File: src/rtl/rst_seq_ctrl.sv
// Reset sequencer: async-assert/sync-deassert reset, stretched sync reset and a
// ready qualifier, released in order HOLD -> SRST -> SETTLE -> RUN.
module rst_seq_ctrl #(
  parameter int unsigned SYNC_STAGES   = 2,
  parameter int unsigned SRST_CYCLES   = 4,
  parameter int unsigned SETTLE_CYCLES = 8,
  parameter int unsigned CNT_W         = 8
) (
  input  logic       i_clk,
  input  logic       i_arst,
  input  logic       i_swrst,
  output logic       o_arst,
  output logic       o_srst,
  output logic       o_ready,
  output logic [1:0] o_state,
  output logic [7:0] o_rst_count
);

  localparam logic [1:0] ST_HOLD   = 2'd0;
  localparam logic [1:0] ST_SRST   = 2'd1;
  localparam logic [1:0] ST_SETTLE = 2'd2;
  localparam logic [1:0] ST_RUN    = 2'd3;

  localparam logic [CNT_W-1:0] SRST_LOAD   = CNT_W'(SRST_CYCLES - 1);
  localparam logic [CNT_W-1:0] SETTLE_LOAD = CNT_W'(SETTLE_CYCLES - 1);
  localparam logic [7:0]       COUNT_MAX   = 8'hFF;

  // Chain holds the inverted sync value so o_arst comes straight off the last flop.
  logic [SYNC_STAGES-1:0] arst_chain;
  logic                   sync_q;

  logic [1:0]       state, state_nxt;
  logic [CNT_W-1:0] cnt, cnt_nxt;
  logic [7:0]       count_nxt;
  logic             srst_nxt, ready_nxt;

  always_ff @(posedge i_clk or negedge i_arst) begin
    if (!i_arst) begin
      arst_chain <= '1;
    end else begin
      arst_chain <= {arst_chain[SYNC_STAGES-2:0], 1'b0};
    end
  end

  assign o_arst = arst_chain[SYNC_STAGES-1];
  assign sync_q = ~arst_chain[SYNC_STAGES-1];

  always_ff @(posedge i_clk or negedge i_arst) begin
    if (!i_arst) begin
      state       <= ST_HOLD;
      cnt         <= '0;
      o_rst_count <= '0;
      o_srst      <= 1'b1;
      o_ready     <= 1'b0;
    end else begin
      state       <= state_nxt;
      cnt         <= cnt_nxt;
      o_rst_count <= count_nxt;
      o_srst      <= srst_nxt;
      o_ready     <= ready_nxt;
    end
  end

  assign o_state = state;

  // Next-state, counter and registered-output decode.
  always_comb begin
    state_nxt = state;
    cnt_nxt   = cnt;
    count_nxt = o_rst_count;
    srst_nxt  = 1'b1;
    ready_nxt = 1'b0;

    case (state)
      ST_HOLD: begin
        if (sync_q) begin
          state_nxt = ST_SRST;
          cnt_nxt   = SRST_LOAD;
        end
      end
      ST_SRST: begin
        if (cnt == '0) begin
          state_nxt = ST_SETTLE;
          cnt_nxt   = SETTLE_LOAD;
        end else begin
          cnt_nxt = cnt - CNT_W'(1);
        end
      end
      ST_SETTLE: begin
        if (cnt == '0) begin
          state_nxt = ST_RUN;
        end else begin
          cnt_nxt = cnt - CNT_W'(1);
        end
      end
      ST_RUN: begin
        if (i_swrst) begin
          state_nxt = ST_SRST;
          cnt_nxt   = SRST_LOAD;
          if (o_rst_count != COUNT_MAX) begin
            count_nxt = o_rst_count + 8'd1;
          end
        end
      end
      default: begin
        state_nxt = ST_HOLD;
        cnt_nxt   = '0;
      end
    endcase

    srst_nxt  = (state_nxt == ST_HOLD) || (state_nxt == ST_SRST);
    ready_nxt = (state_nxt == ST_RUN);
  end

endmodule

File: config.mk
export PLATFORM = sky130hd
export DESIGN_NAME = rst_seq_ctrl
export DESIGN_NICKNAME = d
export VERILOG_FILES = /design/src/rtl/rst_seq_ctrl.sv
export SDC_FILE = /design/constraint.sdc
export NUM_CORES = 1
export LEC_CHECK = 0
export CELL_PAD_IN_SITES_DETAIL_PLACEMENT = 0
export CELL_PAD_IN_SITES_GLOBAL_PLACEMENT = 1
export CORE_ASPECT_RATIO = 1.4
export CORE_MARGIN = 2
export CORE_UTILIZATION = 45
export DETAILED_ROUTE_END_ITERATION = 16
export HOLD_SLACK_MARGIN = 0.15
export PLACE_DENSITY = 0.86
export SLEW_MARGIN = 20
export SYNTH_ARGS = -nofsm -noshare
export SYNTH_HDL_FRONTEND = slang
export SYNTH_SLANG_ARGS = --single-unit
File: constraint.sdc
create_clock -name i_clk -period 3.21 [get_ports i_clk]
set_input_delay 0.4815 -clock i_clk [delete_from_list [all_inputs] [get_ports i_clk]]
set_output_delay 0.4815 -clock i_clk [all_outputs]
set_load 0.01 [all_outputs]
==> flow_summary_export.csv <==
group,metric,value,unit
run_status,outcome,"finished clean",
clock_tree,cts_buffers,3,
yosys,ys_types,40,
sta,fmax,0.499,GHz
yosys,synth-async-reset-ratio,1.00,
job,cap_violations,0,
yosys,synth_area_leader_cell,"dfrtp_1",
worst_setup_path,ff2ff_setup_slack,1.21,ns
floorplanning,fp.dieH,65.5,µm
clock_tree,clockBufferDepth,2,
routing,wl,2.58,mm
clock_tree,cts.sinks,22,
global_route,grt_pass1_wl,4.51,mm
global_route,grt_pass1_vias,988,
finish,n_fill_cell,263,
routing,wl_met3,66,µm
place,port_buffers,15,
finish,seq_area,554,µm²
yosys,synth-edff-count,0,
floorplanning,die_w,48.0,µm
clock_tree,htree_levels,1,
power,pwr-share-seq,0.361,
worst_setup_path,reg2regPathDepth,6,
worst_setup_path,crit_path_max_incr_delay,0.50,ns
sta,rsz0062_at_grt,"false",
place,place_inst,166,
yosys,syn_area,0.00122,mm²
worst_setup_path,timing.critical_path.buf_inv,1,
sta,finalSetupViolations,0,
clock_tree,clk_pin_slew,0.12,ns
worst_setup_path,cpMaxStageDelayCell,"or3b_2",
yosys,synthCells,116,
routing,wl_met1,1.02,mm
worst_setup_path,worst-setup-path-type,"reg2reg",
global_route,grt-ovfl-total,0,
routing,drc,0,
routing,route.met2.wl,1.45,mm
sta,slew_headroom,0.588,
yosys,synthAdderAreaFrac,0.0822,
yosys,synth_top_area_frac,0.391,
floorplanning,boundaryPins,16,
power,switching_share,0.427,
place,dp_hpwl,1.99,mm
yosys,synth_top_family_by_area,"simple AND/OR/NAND/NOR gates",
yosys,syn_nets,127,
worst_setup_path,crit_chain,"inv_1 -> ha_1 -> or3b_2 -> nor3_4 -> nor2_1 -> o22a_1",
worst_setup_path,critPathRequiredTime,3.41,ns
sta,finClkSkew,0.00527,ns
worst_setup_path,cp-end-kind,"flip-flop",
worst_setup_path,crit_fanout,13,
power,power.internal,0.000739,W
yosys,synth-xor-area-share,0.0504,
clock_tree,root_buffer,"clkbuf_4",
hold_path,hold_class,"reg2reg",
yosys,synth_common_cells,"dfrtp_1 (19), nand2_1 (10), ha_1 (8)",
finish,area_growth,18.5,%
power,p_sw,0.000550,W
yosys,synth_compound_area_frac,0.170,
yosys,yosys.area_share.simple,0.202,
yosys,ys_warn_count,0,
routing,top_layer_used,"met4",
worst_setup_path,arrival,2.21,ns
power,p_leak,0.647,nW
floorplanning,design.core.area,0.00259,mm²
sta,tightestPinTransition,0.613,ns
yosys,yosys-top-cells-area,"dfrtp_1 (39%), ha_1 (8.2%), dfstp_2 (6.5%)",
global_route,grt_max_degree,23,
worst_setup_path,regToRegStartpoint,"cnt[0]",
finish,num_antenna_cells,0,
power,power_density,893,mW/mm²
power,p_comb_frac,0.521,
yosys,yosysMostFrequentCell,"dfrtp_1",
global_route,grt_util_all_layers,0.198,
yosys,synth_mux_area_frac,0.00925,
finish,finalNonFillerCells,171,
sta,slew_violations,0,
place,finalWeightedCongestion,0.826,
clock_tree,insertion_delay,0.31,ns
hold_path,worstHoldStart,"arst_chain[0]",
yosys,avgSynthCellArea,10.5,µm²
clock_tree,cts_setup_buffers,0,
worst_setup_path,startpoint_type,"flip-flop",
finish,drive_gt1_frac,0.104,
routing,routedWlPerCell,15.1,µm
sta,setup_tns,0,ns
floorplanning,initial_core_util,0.471,
routing,avgViaCountPerCell,5.60,
yosys,ys.flop_type,"dfrtp_1",
hold_path,holdPathStages,0,
routing,drtIter0Drc,29,
power,p_clk_frac,0.118,
floorplanning,rows,22,
global_route,antenna_found_initial,0,
sta,hold_viol,0,
floorplanning,die_area,0.00314,mm²
sta,period_share,0.624,
finish,final_net_count,147,
worst_setup_path,r2r-end,"cnt[0]",
worst_setup_path,critPathTopFamily,"simple AND/OR/NAND/NOR gates",
power,vdd_drop_max,0.000486,V
yosys,ys_seq_area_frac,0.455,
clock_tree,cts_resized,0,
hold_path,hold_end,"arst_chain[1]",
finish,multi_input_area,629,µm²
sta,period_minus_slack,2.00,ns
routing,drtAntennaViolNets,0,
clock_tree,cts_tree,"built",
yosys,ys_seq_elements,22,
routing,num_vias,958,
routing,dr.pass1.iters,4,
## cells in the final DEF, fill, tap and decap left out, types with 3 or more instances in the layout
master,instances
o31ai_1,5
o21ai_0,3
or4_1,4
xnor2_1,3
clkbuf_4,3
dfrtp_1,19
nand2_1,10
clkdlybuf4s50_1,14
dfstp_2,3
a22oi_1,5
nand3_1,3
ha_1,8
inv_1,6
xor2_1,4
nor2_1,4
a21oi_1,7
## per-layer routing
metal / global-route usage / up-vias
met5: 0 / -
met4: 0.0912 / 0
met3: 0.0247 / 4
met2: 0.338 / 18
met1: 0.232 / 464
li1: - / 472
## cell type report
type	count	share of cell area
clock buffers	4	0.0252
well taps	36	0.0312
flip-flops and latches	22	0.384
inverters	6	0.0156
repair buffers	16	0.108
multi-input cells	87	0.436
## cell families after synthesis
logic type,count (synthesis)
adders and majority gates,8
xor gates and xnor gates,7
DFF,22
muxes,1
and+or+nand+nor,41
buffers and inverters,7
AOI/OAI and AO/OA,29
other,1
## power by group through the flow
| stage | Sequential [W] | Clock [W] | Combinational (W) |
|---|---|---|---|
| after detailed placement | 0.000470 | 0 | 0.000675 |
| after floorplan | 0.000466 | 0 | 0.000455 |
| after CTS | 0.000465 | 0.000162 | 0.000679 |
| final | 0.000466 | 0.000152 | 0.000671 |
| after global placement | 0.000465 | 0 | 0.000657 |
| after global routing | 0.000482 | 0.000171 | 0.000760 |
## repair_timing
action,4_1_cts,5_1_grt
setup endpoints to repair,0,0
hold buffers,0,1
endpoints found under the hold margin,0,8
## stage by stage
stage / hold slack (ns) / power [W] / setup slack [ns] / util / area [µm²]
final: 0.374 / 0.00129 / 1.21 / 0.558 / 1440
after floorplan: 0.186 / 0.000922 / 1.46 / - / 1220
after CTS: 0.377 / 0.00131 / 1.21 / 0.556 / 1440
after global routing: 0.379 / 0.00141 / 1.06 / 0.558 / 1440
after detailed placement: 0.358 / 0.00114 / 1.13 / 0.542 / 1400
after global placement: 0.345 / 0.00112 / 1.16 / 0.542 / 1400
## state kept, by name, indices dropped and copies added, names as in the netlist
register / count
o_state: 2
o_rst_count: 8
o_srst: 1
arst_chain: 2
cnt: 8
o_ready: 1
## worst max-delay path by stage
stage,startpoint,end,slack (ns),cells after the start
floorplan,o_rst_count[0],o_rst_count[7],1.46,5
detailed placement,i_swrst,o_rst_count[1],1.13,4
global route,cnt[0],cnt[1],1.06,6
finish,cnt[0],cnt[0],1.21,6
CTS,cnt[0],cnt[0],1.21,6
global placement,i_swrst,o_rst_count[1],1.16,4
(Power assumes the default switching activity.)
==> patch 1: new RTL, same settings <==
Set the parameter `CNT_W` to 6 (it was 8).
--- a/src/rtl/rst_seq_ctrl.sv
+++ b/src/rtl/rst_seq_ctrl.sv
@@ -4,7 +4,7 @@
   parameter int unsigned SYNC_STAGES   = 2,
   parameter int unsigned SRST_CYCLES   = 4,
   parameter int unsigned SETTLE_CYCLES = 8,
-  parameter int unsigned CNT_W         = 8
+  parameter int unsigned CNT_W         = 6
 ) (
   input  logic       i_clk,
   input  logic       i_arst,
Check against the original RTL: same outputs for any inputs over 10 cycles, from zero or initial values and one cycle with i_arst low; that may be too few to reach the edited logic, so the function may still have changed.
==> patch 1 against the unedited design <==
- wire length down 22%
- final area down 13%
- power down 9.4%
- synthesized cell count down 13%
- largest power group unchanged
- area after synthesis down 14%
- setup slack worse by 0.041 ns
- sequential share of layout area up 1.9 points
- sequential cell count down 2
==> patch 1: results (changes against the unedited design) <==
[synthesis]
synthesis.nets = 111  ; -13%
synth_xor_area_share_pct = 5.86  ; +0.83 points
synth_compound_area_share_pct = 15.2  ; -1.8 points
synth_fa_ha_area_share_pct = 8.37  ; +0.15 points
synthFlopType = dfrtp_1
synth_top_cell_area_share_pct = 40.7  ; +1.6 points
synthMuxAreaShare_pct = 1.08  ; +0.15 points
synth_cell_types = 33  ; -18%
netlist_top_cells_count = dfrtp_1, nand2_1, ha_1, inv_1
synthTopCellsByArea = dfrtp_1, ha_1, dfstp_2
ys_warn_count = 0  ; unchanged
ys_seq_area_share_pct = 48.2  ; +2.7 points
async_flop_share_pct = 100  ; unchanged

[place]
port_buffers = 15  ; unchanged
dp_worst_setup_slack_ns = 1.11  ; -0.0195 ns
routabilityCongestion = 0.755  ; -8.6%
hpwl_um = 1500  ; -25%

[layout]
nets = 131  ; -11%
largestRegisters = o_rst_count (8), cnt (6)
antennaDiodeCount = 0  ; unchanged
final_layout_size_suffix_gt1_share_pct = 10.0  ; -0.37 points

[power_and_ir_drop]
ir_drop_mv = 0.497  ; +2.1%
power_leakage_nw = 0.566  ; -12%
switchingPower_uw = 478  ; -13%

[detailed_routing]
via_per_inst = 5.76  ; +2.8%
wl_per_cell_um = 14.3  ; -5.6%
dr_wl_met3_um = 57  ; -14%
firstDrtPassIters = 4  ; unchanged
drt-initial-drc-count = 30  ; +3.4%
wl_met1_um = 883  ; -14%
wl_met2_um = 1050  ; -28%
top_layer_used = met4

[global_routing]
antenna_found_initial = 0  ; unchanged
grt_first_pass_wirelength_um = 3510  ; -22%
grt_use_total_pct = 17.5  ; -2.3 points
grt_pass1_vias = 811  ; -18%
grt_max_degree = 21  ; -8.7%

[clock_tree]
post_cts_buffers = 0  ; unchanged
clkSlewWorstSetupHoldPaths_ns = 0.12  ; about the same
cts.path.max_buffers = 2  ; unchanged
clock_latency_ns = 0.31  ; about the same
htreeDepth = 1  ; unchanged
ctsResizeCount = 0  ; unchanged
root_buffer = clkbuf_4
cts_made_buffers = 3  ; unchanged

[worst_setup_path]
cp_max_fo = 6  ; -7
worstPathArrival_ns = 2.25  ; +0.04 ns

[sta]
skew_ns = 0.0123  ; +0.00699 ns
tightest_slew_ns = 0.878  ; +0.265 ns

[outcome]
status = complete, no violations

[min_path]
hold_path.class = flop to flop

## patch 1: cell types whose count changed after synthesis, moves of 2 or more
cell	before	now
or4b_2	0	2
nand3_1	3	1
o21ai_0	3	5
o41ai_1	0	2
xnor2_1	3	5
a22o_1	0	2
o31ai_1	5	1
a22oi_1	5	3
or4_1	4	0
nor2_1	4	6
xor2_1	4	2
dfrtp_1	19	17
or3_1	2	0
## patch 1: power by group through the flow
stage / Sequential, mW / Clock (mW) / Combinational (mW)
6_report: 0.446 / 0.126 / 0.596
5_1_grt: 0.461 / 0.138 / 0.668
4_1_cts: 0.446 / 0.133 / 0.596
3_5_place_dp: 0.450 / 0 / 0.592
3_3_place_gp: 0.443 / 0 / 0.580
2_1_floorplan: 0.450 / 0 / 0.380
## patch 1: layout make-up
cell class	instances	area [um^2]
Tap cell	22	27.5
Fill cell	191	927
Clock buffer	4	26.3
Timing Repair Buffer	15	150
Multi-Input combinational cell	74	515
Sequential cell	20	504
Inverter	7	26.3
## patch 1: final timing paths
kind                               start  slack, ns              to  depth (start not counted)
max reg2reg                       cnt[0]       1.17          cnt[1]                          6
max                               cnt[0]       1.17          cnt[1]                          6
min reg2reg                arst_chain[0]       0.36   arst_chain[1]                          0
min                        arst_chain[0]       0.36   arst_chain[1]                          0
min in group asynchronous         i_arst       0.66  o_rst_count[7]                          1
max in group asynchronous         i_arst       2.00          cnt[0]                          1
## patch 1: stage by stage
step           instance area, um^2  hold WS, ns  std cells  utilization [%]
3_3_place_gp                  1220        0.346        138             56.2
6_report                      1250        0.362        142             57.4
3_5_place_dp                  1220        0.349        138             56.2
5_1_grt                       1250        0.371        142             57.4
2_1_floorplan                 1050        0.186        101                -
4_1_cts                       1250        0.365        142             57.4
## patch 1: kinds of logic after synthesis
family	Yosys count
other	1
xor gates and xnor gates	7
AOI/OAI and AO/OA	24
adders and majority gates	7
DFF	20
and+or+nand+nor	34
muxes	1
buffers and inverters	7
## patch 1: critical path, stage by stage (launching register included)
cell and delay [ns]:
dfrtp_1 0.43, inv_1 0.07, ha_1 0.17, or4b_4 0.50
nor3_1 0.41, nor2_1 0.15, o22a_1 0.23
## patch 1: layer usage
| metal | vias up | global-route usage (%) |
|---|---|---|
| li1 | 398 | - |
| met1 | 398 | 20.7 |
| met2 | 18 | 30.8 |
| met3 | 4 | 1.76 |
| met4 | 0 | 9.09 |
| met5 | - | 0 |
==> patch 2: new RTL, same settings <==
Made on the original files. Reset style: synchronous (`i_arst`), changed in 2 clocked blocks. Comments in the files are not updated.
--- a/src/rtl/rst_seq_ctrl.sv
+++ b/src/rtl/rst_seq_ctrl.sv
@@ -34,7 +34,7 @@
   logic [7:0]       count_nxt;
   logic             srst_nxt, ready_nxt;
 
-  always_ff @(posedge i_clk or negedge i_arst) begin
+  always_ff @(posedge i_clk) begin
     if (!i_arst) begin
       arst_chain <= '1;
     end else begin
@@ -45,7 +45,7 @@
   assign o_arst = arst_chain[SYNC_STAGES-1];
   assign sync_q = ~arst_chain[SYNC_STAGES-1];
 
-  always_ff @(posedge i_clk or negedge i_arst) begin
+  always_ff @(posedge i_clk) begin
     if (!i_arst) begin
       state       <= ST_HOLD;
       cnt         <= '0;
Behaviour: differs if i_arst is asserted again (counterexample within 4 cycles, from zero or initial values and one cycle with i_arst low); with i_arst held inactive, the same outputs for 10 cycles.
==> patch 2 against the unedited design <==
- setup slack worse by 0.036 ns
- area after synthesis down 1.1%
- synthesized cell count grew 17%
- hold slack better by 0.051 ns
- highest routed layer unchanged
- final area decreased by 1.5%
- die area down 1.1%
- sequential cell count unchanged
- clock skew shrank 0.0027 ns
- wire length rose by 3.0%
Power is not compared: it rests on default switching activity, and its combinational part moved more than twofold at a synthesized area within 25%.
==> patch 2: results (changes against the unedited design) <==
[min_path]
hp-start = arst_chain[0]
hold_end = arst_chain[1]
whs_path_depth = 1  ; +1

[global_routing]
grt_first_pass_wirelength_um = 4490  ; -0.31%
grt_max_degree = 14  ; -39%
grt_pass1_vias = 1052  ; +6.5%

[detailed_routing]
postRouteAntennaNets = 0  ; unchanged
drt_wl_total_um = 2660  ; +3.0%
via_per_inst = 5.80  ; +3.5%
drt-initial-drc-count = 20  ; -31%

[layout]
nFillCells = 266  ; +1.1%
nets = 166  ; +13%
final_layout_size_suffix_gt1_share_pct = 8.50  ; -1.9 points
area_growth_pct = 18.1

[synthesis]
synthTopCellsByArea = dfxtp_1, ha_1, nand4_1
netlist_top_cells_count = dfxtp_1, nor2_1, nand2_1
async_flop_share_pct = 0  ; -100 points
synthesis.nets = 147  ; +16%
ys_seq_area_share_pct = 36.6  ; -8.9 points
ys_warn_count = 0  ; unchanged
synth_cell_types = 44  ; +10%

[worst_setup_path]
worstPathArrival_ns = 2.28  ; +0.07 ns
cpPeakStageDelay_ns = 0.48  ; -0.02 ns
cp_slowest_cell = or4b_1
worstReg2RegEnd = cnt[5]
rr_startpoint = o_state[1]
cp_max_fo = 6  ; -7

[sta]
timing.hold.ws_ns = 0.425  ; +0.0506 ns
finalWorstSetupSlack_ns = 1.17  ; -0.0364 ns
skew_ns = 0.00256  ; -0.00270 ns

[place]
dp_worst_setup_slack_ns = 0.894  ; -0.237 ns
hpwl_um = 2030  ; +2.0%
dpl_cell_area_um2 = 1400  ; -0.18%
routabilityCongestion = 0.877  ; +6.1%

[outcome]
status = complete, no violations

## patch 2: changes by cell type after synthesis, sizes merged, moves of 4 or more
cell	before	now
dfxtp	0	22
dfrtp	19	0
nor2	4	13
nand4	2	8
a22oi	5	0
or4	5	1
## patch 2: worst max-delay path by stage
stage / from / end / cells after the start
global route: o_state[1] / cnt[5] / 6
detailed placement: i_arst / cnt[5] / 6
CTS: o_state[1] / cnt[5] / 6
global placement: i_arst / cnt[5] / 6
floorplan: o_state[1] / cnt[5] / 6
finish: o_state[1] / cnt[5] / 6
## patch 2: per-layer routing
metal | vias to the layer above | routed length (um) | track usage [%]
met1 | 520 | 1110 | 21.2
met4 | 0 | 43 | 9.12
met2 | 25 | 1430 | 34.3
met3 | 4 | 74 | 3.02
li1 | 547 | - | -
met5 | - | 0 | 0
## patch 2: area by class of cell
| class | count | share of cell area (%) |
|---|---|---|
| Multi-Input combinational cell | 105 | 51.3 |
| Timing Repair Buffer | 16 | 11.1 |
| Sequential cell | 22 | 31.0 |
| Tap cell | 36 | 3.17 |
| Clock buffer | 3 | 1.58 |
| Inverter | 7 | 1.85 |
## patch 2: critical path: cells and delay by family, from the launching register on
family	cells	cell delay, ns
compound gates	3	0.59
fa+ha+maj	1	0.32
buf+inv	1	0.12
flops	1	0.47
simple gates	1	0.48
## patch 2: metrics by stage
step	cells	power, mW
6_report	189	0.765
5_1_grt	189	0.824
4_1_cts	189	0.765
3_5_place_dp	186	0.642
3_3_place_gp	186	0.644
2_1_floorplan	136	0.558
## patch 2: report_power, final
group          internal (mW)  switching, mW
registers              0.295         0.0296
clock network         0.0437         0.0797
logic                  0.130          0.187
total                  0.469          0.296
## patch 2: cell families (layout without fill, tap and decap cells)
logic type	Yosys count	count (layout)	share of synthesized area (%)
multiplexers	2	2	1.66
adder cells (fa/ha/maj)	8	8	8.32
flip-flops	22	22	36.6
AO/OA/AOI/OAI	34	34	21.9
XOR/XNOR	2	2	1.46
AND/OR/NAND/NOR	59	59	27.2
buffers and inverters	9	26	2.81
